## src/rtl/sram_addr_pkg.sv

```systemverilog
// Shared constants for the multi-channel SRAM address generator.
// The helper derives the channel-index width so that a single channel still gets one bit.
package sram_addr_pkg;

  localparam logic MODE_WRAP    = 1'b0;
  localparam logic MODE_ONESHOT = 1'b1;

  localparam int DEF_NUM_CH = 4;
  localparam int DEF_ADDR_W = 26;
  localparam int DEF_CNT_W  = 13;

  function automatic int ch_width(input int n);
    return (n > 1) ? $clog2(n) : 1;
  endfunction

endpackage

```

## src/rtl/sram_addr_chan.sv

```systemverilog
// One address channel: config registers, column/row counters, row-offset accumulator and done flag.
// Presents the address and last flags for its current position; the top decides when to advance.
module sram_addr_chan
  import sram_addr_pkg::*;
#(
  parameter int ADDR_W = DEF_ADDR_W,
  parameter int CNT_W  = DEF_CNT_W
) (
  input  logic              clk,
  input  logic              rst,
  input  logic              clear,
  input  logic              load,
  input  logic [ADDR_W-1:0] cfg_base,
  input  logic [CNT_W-1:0]  cfg_row_len,
  input  logic [CNT_W-1:0]  cfg_num_rows,
  input  logic [ADDR_W-1:0] cfg_pitch,
  input  logic              cfg_mode,
  input  logic              adv,
  output logic [ADDR_W-1:0] addr,
  output logic              last_row,
  output logic              last_frame,
  output logic              active,
  output logic              done
);

  logic [ADDR_W-1:0] base;
  logic [ADDR_W-1:0] pitch;
  logic [CNT_W-1:0]  row_len;
  logic [CNT_W-1:0]  num_rows;
  logic              mode;
  logic [CNT_W-1:0]  col;
  logic [CNT_W-1:0]  row;
  logic [ADDR_W-1:0] row_off;

  // A zero-length row or zero-row frame leaves the channel disabled; done blocks further walks.
  assign active     = (row_len != '0) && (num_rows != '0) && !done;
  assign last_row   = (col == row_len - CNT_W'(1));
  assign last_frame = last_row && (row == num_rows - CNT_W'(1));
  assign addr       = base + row_off + ADDR_W'(col);

  always_ff @(posedge clk) begin
    if (rst) begin
      base     <= '0;
      pitch    <= '0;
      row_len  <= '0;
      num_rows <= '0;
      mode     <= MODE_WRAP;
      col      <= '0;
      row      <= '0;
      row_off  <= '0;
      done     <= 1'b0;
    end else if (load) begin
      base     <= cfg_base;
      pitch    <= cfg_pitch;
      row_len  <= cfg_row_len;
      num_rows <= cfg_num_rows;
      mode     <= cfg_mode;
      col      <= '0;
      row      <= '0;
      row_off  <= '0;
      done     <= 1'b0;
    end else if (clear) begin
      col     <= '0;
      row     <= '0;
      row_off <= '0;
      done    <= 1'b0;
    end else if (adv) begin
      if (last_frame) begin
        // One-shot keeps its final position so the flags stay meaningful while done.
        if (mode == MODE_ONESHOT) begin
          done <= 1'b1;
        end else begin
          col     <= '0;
          row     <= '0;
          row_off <= '0;
        end
      end else if (last_row) begin
        col     <= '0;
        row     <= row + CNT_W'(1);
        row_off <= row_off + pitch;
      end else begin
        col <= col + CNT_W'(1);
      end
    end
  end

endmodule

```

## src/rtl/sram_addr_gen.sv

```systemverilog
// Multi-channel SRAM address generator: request decode to NUM_CH channel walkers,
// a single registered valid/ready output port and a one-cycle error pulse for rejected requests.
module sram_addr_gen
  import sram_addr_pkg::*;
#(
  parameter int NUM_CH = DEF_NUM_CH,
  parameter int ADDR_W = DEF_ADDR_W,
  parameter int CNT_W  = DEF_CNT_W,
  parameter int CH_W   = ch_width(NUM_CH)
) (
  input  logic              clk,
  input  logic              rst,
  input  logic              clear,
  input  logic              cfg_we,
  input  logic [CH_W-1:0]   cfg_ch,
  input  logic [ADDR_W-1:0] cfg_base,
  input  logic [CNT_W-1:0]  cfg_row_len,
  input  logic [CNT_W-1:0]  cfg_num_rows,
  input  logic [ADDR_W-1:0] cfg_pitch,
  input  logic              cfg_mode,
  input  logic              req,
  input  logic [CH_W-1:0]   req_ch,
  output logic              req_ready,
  output logic              out_valid,
  input  logic              out_ready,
  output logic [ADDR_W-1:0] out_addr,
  output logic [CH_W-1:0]   out_ch,
  output logic              out_last_row,
  output logic              out_last_frame,
  output logic              err,
  output logic [NUM_CH-1:0] ch_done
);

  logic [NUM_CH-1:0] ch_active;
  logic [NUM_CH-1:0] ch_last_row;
  logic [NUM_CH-1:0] ch_last_frame;
  logic [ADDR_W-1:0] ch_addr [NUM_CH];

  logic              sel_ok;
  logic [ADDR_W-1:0] sel_addr;
  logic              sel_last_row;
  logic              sel_last_frame;
  logic              fire;
  logic              accept;
  logic              reject;
  logic              last_row_q;
  logic              last_frame_q;

  assign req_ready = (!out_valid || out_ready) && !clear && !(cfg_we && (cfg_ch == req_ch));
  assign fire      = req && req_ready;
  assign accept    = fire && sel_ok;
  assign reject    = fire && !sel_ok;

  // Loop decode so an out-of-range req_ch simply matches nothing and is rejected.
  always_comb begin
    sel_ok         = 1'b0;
    sel_addr       = '0;
    sel_last_row   = 1'b0;
    sel_last_frame = 1'b0;
    for (int i = 0; i < NUM_CH; i++) begin
      if (req_ch == CH_W'(i)) begin
        sel_ok         = ch_active[i];
        sel_addr       = ch_addr[i];
        sel_last_row   = ch_last_row[i];
        sel_last_frame = ch_last_frame[i];
      end
    end
  end

  for (genvar g = 0; g < NUM_CH; g++) begin : g_chan
    sram_addr_chan #(
      .ADDR_W(ADDR_W),
      .CNT_W (CNT_W)
    ) u_chan (
      .clk         (clk),
      .rst         (rst),
      .clear       (clear),
      .load        (cfg_we && (cfg_ch == CH_W'(g))),
      .cfg_base    (cfg_base),
      .cfg_row_len (cfg_row_len),
      .cfg_num_rows(cfg_num_rows),
      .cfg_pitch   (cfg_pitch),
      .cfg_mode    (cfg_mode),
      .adv         (accept && (req_ch == CH_W'(g))),
      .addr        (ch_addr[g]),
      .last_row    (ch_last_row[g]),
      .last_frame  (ch_last_frame[g]),
      .active      (ch_active[g]),
      .done        (ch_done[g])
    );
  end

  assign out_last_row   = out_valid && last_row_q;
  assign out_last_frame = out_valid && last_frame_q;

  always_ff @(posedge clk) begin
    if (rst) begin
      out_valid    <= 1'b0;
      out_addr     <= '0;
      out_ch       <= '0;
      last_row_q   <= 1'b0;
      last_frame_q <= 1'b0;
      err          <= 1'b0;
    end else begin
      err <= reject;
      if (clear) begin
        out_valid <= 1'b0;
      end else if (accept) begin
        out_valid    <= 1'b1;
        out_addr     <= sel_addr;
        out_ch       <= req_ch;
        last_row_q   <= sel_last_row;
        last_frame_q <= sel_last_frame;
      end else if (out_ready) begin
        out_valid <= 1'b0;
      end
    end
  end

endmodule
```

## config.mk

```make
export PLATFORM = sky130hd
export DESIGN_NAME = sram_addr_gen
export DESIGN_NICKNAME = d
export VERILOG_FILES = /design/src/rtl/sram_addr_pkg.sv /design/src/rtl/sram_addr_chan.sv /design/src/rtl/sram_addr_gen.sv
export SDC_FILE = /design/constraint.sdc
export NUM_CORES = 2
export LEC_CHECK = 0
export ABC_AREA = 1
export BUFFER_PORTS_ARGS = -buffer_cell sky130_fd_sc_hd__buf_2
export CAP_MARGIN = 20
export CORE_MARGIN = 1
export CORE_UTILIZATION = 36
export CTS_CLUSTER_SIZE = 40
export DETAILED_ROUTE_END_ITERATION = 8
export GPL_TIMING_DRIVEN = 0
export PLACE_DENSITY = 0.59
export SYNTH_ARGS = -nofsm -noshare
export SYNTH_HDL_FRONTEND = slang
export SYNTH_SLANG_ARGS = --single-unit
```

## constraint.sdc

```tcl
create_clock -name clk -period 3.2 [get_ports clk]
set_clock_uncertainty 0.2 [all_clocks]
set_input_delay 0.16 -clock clk [delete_from_list [all_inputs] [get_ports clk]]
set_output_delay 0.16 -clock clk [all_outputs]
set_load 0.02 [all_outputs]
```

======== Yosys cells after proc, flatten, opt, wreduce, memory -nomap -nowiden ========
Index checks and enable logic that the tools add are counted.
storage, ports and cells
  word-level logic and storage cells ...... 210
  register bits ........................... 560
  output and inout bits ................... 37
  bits of input ports ..................... 89
operators by class
  muxes and demuxes ....................... 50
  bitwise logic cells ..................... 1
  reduce and logical (&&, ||, !) cells .... 70
  add/sub/neg operators ................... 28
  equality and inequality tests ........... 19
operator list
  kind                                                 number
  two-way mux 26 bit                                   16
  two-way mux 13 bit                                   20
  adder 26 bit                                         8
  adder 13 x 1 -> 13 bit, second input constant        8
  adder 26 x 13 -> 26 bit                              4
  equality test 13 bit                                 8
  nonzero test 13 bit                                  8
  subtractor 13 x 1 -> 13 bit, second input constant   8
  logical AND 1 bit                                    28
  AND reduction 3 bit                                  8
  two-way mux 1 bit                                    14
  OR reduction 3 bit                                   4
  AND reduction 2 bit                                  5
  nonzero test 2 bit                                   5
  equality test 2 bit, second input constant           4
  zero test 1 bit                                      8
  != test 2 bit, second input constant                 4
  equality test 2 x 1 -> 1 bit, second input constant  2
  zero test 2 bit                                      2
  equality test 2 bit                                  1
  OR reduction 2 bit                                   1
  logical OR 1 bit                                     1
  NOT 1 bit                                            1

======== Longest topological paths before layout ========
  word-level depth ........................ 10
  mapped depth ............................ 19
  mapped depth without buffers ............ 19

======== Modules after synthesis ========
A second synthesis with hierarchy kept.
second synthesis, totals
  cell total of the unflattened synthesis .. 6073
  area, all modules ....................... 40328.7 um^2
modules (own cells, without submodules)
  module                             area an instance (um^2)  seq. area each (um^2)  times used  cells each
  sram_addr_chan (g_chan[1].u_chan)  9681.8                   2642.5                 1           1463
  sram_addr_chan (g_chan[2].u_chan)  9599.2                   2642.5                 1           1440
  sram_addr_chan (g_chan[3].u_chan)  9542.9                   2642.5                 1           1427
  sram_addr_chan (g_chan[0].u_chan)  9356.5                   2642.5                 1           1372
  sram_addr_gen                      2148.3                   640.6                  1           371

======== Least setup slack after synthesis ========
Ideal clock, no wire load.
  kind .................................... register -> register
  start ................................... register g_chan[2].u_chan.col[1]
  end ..................................... register out_addr[11]
  setup time .............................. 0.117 ns
  period minus slack after synthesis ...... 2.887 ns
  path slack .............................. 0.313 ns
  buffers on the path ..................... 0
  stages on the path, launching flop included .. 15
  data arrival time ....................... 2.570 ns
  data required time ...................... 2.883 ns
  cell sequence ........................... dfxtp_1 -> fa_1 -> ha_1 -> fa_1 -> nand3_1 -> nand2_1 -> a21oi_1 -> o21ai_0 -> inv_1 -> o21ai_0 -> xor2_1 -> nand2_1 -> nand3_1 -> nor2_1 -> nor2_1
between the ends
  word-level cells in the longest chain between the ends .. 3
ends and longest elaborated chain
  element                           RTL line              text
  from (decl)                       sram_addr_chan.sv:31  logic [CNT_W-1:0] col;
  from (signal assigned)            sram_addr_chan.sv:82  col <= col + CNT_W'(1);
  adder 26 x 13 -> 26 bit           sram_addr_chan.sv:39  assign addr = base + row_off + ADDR_W'(col);
  two-way mux 26 bit (2 in series)  sram_addr_gen.sv:61   if (req_ch == CH_W'(i)) begin
  to (signal assigned)              sram_addr_gen.sv:110  out_addr <= sel_addr;
  to (decl)                         sram_addr_gen.sv:26   output logic [ADDR_W-1:0] out_addr,
No other way between the ends.
A chain may end at the register's enable or synchronous reset.

======== Worst setup path in the final report ========
  start ................................... register g_chan[1].u_chan.col[0]
  end ..................................... register out_addr[7]
between the ends
  word-level cells in the longest chain between the ends .. 4
ends and longest elaborated chain
  element                           RTL line
  from (decl)                       sram_addr_chan.sv:31
  from (signal assigned)            sram_addr_chan.sv:82
  adder 26 x 13 -> 26 bit           sram_addr_chan.sv:39
  two-way mux 26 bit (3 in series)  sram_addr_gen.sv:61
No other way between the ends.

==> qor.csv <==
metric,value,unit
share of cells above drive strength 1,0.107,
Setup WS pre-CTS,-1.03,ns
"area leader, netlist",dfxtp_1,
violated checks,negative setup slack,
Worst Path Max Fanout,6,
actual slew at the worst max-slew pin,1.28,ns
Final setup viols,2,
Seq cells post-synth,560,
GPL Wtd Cong,1.05,
Via density,5.49,
IO buf count,123,
ys async rst share,0,
GRT Overall Usage,0.308,
Synth Flop Type,dfxtp_1,
total number of vias,44300,
"Slew Viols, Final",0,
P_leak,0.0215,uW
crit path buf inv count,2,
VDD IR max,384,uV
core area,113000,um^2
"Remaining Overflow, GRT",0,
Worst-Skew Late Latency,0.66,ns
htree depth,3,
"EDFF count, synth",0,
fin crit share,1.01,
Synth area leaders,"dfxtp_1 (27%), nand2_1 (12%), nor2_1 (8.5%), ha_1 (8.0%), a21oi_1 (6.7%)",
die height,339,um
CTS sink cnt,560,
Hold WS,0.107,ns
CTS Buf Count,69,
top-count cell post-synth,nand2_1,
synth warn,0,
drt wl/cell,22.6,um
"top cells by count, synth","nand2_1 (1,302), nor2_1 (922), dfxtp_1 (560)",
Clock transition at path regs,0.06,ns
Critical Path AT,3.55,ns
largest net degree at the start of global routing,13,
Layout Cells excl Fill,8080,
RSZ-0062 raised after global routing,true,
Rows,123,
Rel. slew slack,0.150,
Peak Freq,0.310,GHz
TritonCTS clock tree,built,
Critical Path Sink Type,flip-flop,
DP Wirelength,146000,um
Post-Place Cells,7824,
status,"complete, but fails checks",
"Data required, critical path",3.52,ns
initial DRC count,4857,
"Top cell by count, worst path",a21oi_1,
die area,115000,um^2
CP peak stage delay,0.43,ns
nets,6932,
Pre-Repair DR Iteration Count,6,
Final min period,3.22,ns
PwrDens,390,nW/um^2
Power Total,18700,uW
syn_nets,6606,
initial antenna violation count,12,
die width,339,um
Cells after Synth,6197,
Setup CP Type,flip-flop to flip-flop,
MaxCap Viol Count,0,
register area share after synthesis,0.274,
DRT antenna net count,0,
initial core utilization,0.363,
first-pass GRT wire length,264000,um
top-area cell type share of the netlist area,0.274,
IO Pins,126,
drc violations,0,
class of the worst hold path,input pin to flip-flop,
fin worst setup slack,-0.0227,ns
synthesized cell area,40900,um^2
slowest CP cell,fa_1,
final-report hold violation count,0,
Synth cell types,61,
Avg Inst Size Synth,6.60,um^2
CP Cell Sequence,inv_2 -> fa_1 -> inv_2 -> ha_4 -> fa_2 -> nand2_1 -> nand2_1 -> o21ai_2 -> o21ai_2 -> a21oi_1 -> o21ai_1 -> nand3_1 -> a21oi_1 -> a21oi_1,
CTS Buffer Depth,3,
"Core Util, Final",0.426,
CP Launch Type,flip-flop,
root buf cell,clkbuf_16,
vias in the first global route,39800,
Synth-to-Final Area Change,17.3,%
CP top delay family,compound AO/OA/AOI/OAI gates,
drt total wl,183000,um
## worst reg2reg max path, stage by stage, from the launching register on
cell	delay, ns
dfxtp_4	0.38
inv_2	0.08
fa_1	0.44
inv_2	0.09
ha_4	0.16
fa_2	0.22
nand2_1	0.05
nand2_1	0.08
o21ai_2	0.08
o21ai_2	0.27
a21oi_1	0.10
o21ai_1	0.27
nand3_1	0.29
a21oi_1	0.30
a21oi_1	0.10
## per-stage QoR
step | area [um^2] | setup TNS [ns]
6_report | 48000 | -0.0249
3_5_place_dp | 43500 | -41.63
2_1_floorplan | 40900 | 0
4_1_cts | 47200 | -0.0000240
3_3_place_gp | 43400 | -52.68
5_1_grt | 48000 | -0.129
## cells by family (layout without fill, tap and decap cells)
family | count (synthesis) | after routing | share of synthesized area
AOI/OAI and AO/OA | 1223 | 1223 | 0.161
xor gates and xnor gates | 263 | 263 | 0.0588
adders and majority gates | 320 | 320 | 0.109
buffers and inverters | 751 | 1127 | 0.0730
DFF | 560 | 560 | 0.274
other | 0 | 7 | 0
and+or+nand+nor | 3080 | 3080 | 0.325
## cell type report
cell class | instances | area (um^2)
fill | 12000 | 64700
multi-input combinational | 4886 | 27500
sequential | 560 | 11400
inverter | 551 | 2080
clock buffer | 98 | 2010
timing repair buffer | 255 | 1890
tap | 1500 | 1880
buffer | 200 | 948
clock inverter | 23 | 314
antenna | 7 | 17.5
## sequential cells by signal, indices dropped and copies added (netlist names)
register	count
g_chan.u_chan.row_off	104
g_chan.u_chan.pitch	104
g_chan.u_chan.mode	4
g_chan.u_chan.done	4
g_chan.u_chan.num_rows	52
g_chan.u_chan.row_len	52
last_frame_q	1
last_row_q	1
g_chan.u_chan.col	52
g_chan.u_chan.base	104
out_valid	1
out_addr	26
err	1
out_ch	2
g_chan.u_chan.row	52
## placed cells by master, fill, tap and decap left out, types with 28 or more instances in the layout
cell type      count
xnor2_1           79
a21oi_1          524
ha_1             236
a21boi_0          32
a21oi_2           30
buf_2            140
nor2_2            31
o21ai_0          444
nand2_1         1285
o21bai_1          30
inv_2             28
nor2_1           904
dfxtp_1          490
dlygate4sd3_1     86
nand2_2           34
nand3_1          472
o21ai_1           46
nand4_1          111
dfxtp_2           48
clkbuf_16         71
xor2_1           175
buf_4             59
fa_1              56
nor3_1            84
inv_1            519
clkbuf_1         152
## repair_timing
action / 4_1_cts / 5_1_grt
endpoints found under the setup margin: 139 / 195
setup buffers: 13 / 29
endpoints found under the hold margin: 306 / 0
resized for setup: 162 / 192
pin swaps: 12 / 39
hold buffers: 86 / 0
cloned: 0 / 0
## report_power, final
| part | internal [uW] | switching, uW | total, uW |
|---|---|---|---|
| Combinational | 928 | 2140 | 3070 |
| Sequential | 7180 | 223 | 7400 |
| Clock | 4930 | 3330 | 8260 |
| Total | 13000 | 5690 | 18700 |
## layer usage
metal,wire [um],track usage,up-vias
met4,6790,0.111,2
li1,-,-,21200
met5,21,0.00613,-
met1,82700,0.444,21000
met3,18200,0.0626,256
met2,75000,0.447,1855
## worst paths after layout
check	start	to	slack [ns]	cells after the start
worst max-delay path	g_chan[1].u_chan.col[0]$_SDFFE_PP0P_	out_addr[7]$_SDFFE_PP0P_	-0.02	14
worst min-delay path	cfg_ch[0]	g_chan[1].u_chan.base[1]$_SDFFE_PP0P_	0.11	5
worst max register to register	g_chan[1].u_chan.col[0]$_SDFFE_PP0P_	out_addr[7]$_SDFFE_PP0P_	-0.02	14
worst min register to register	g_chan[3].u_chan.base[22]$_SDFFE_PP0P_	g_chan[3].u_chan.base[22]$_SDFFE_PP0P_	0.27	2
Note: power is estimated with default switching activity, not from simulation.
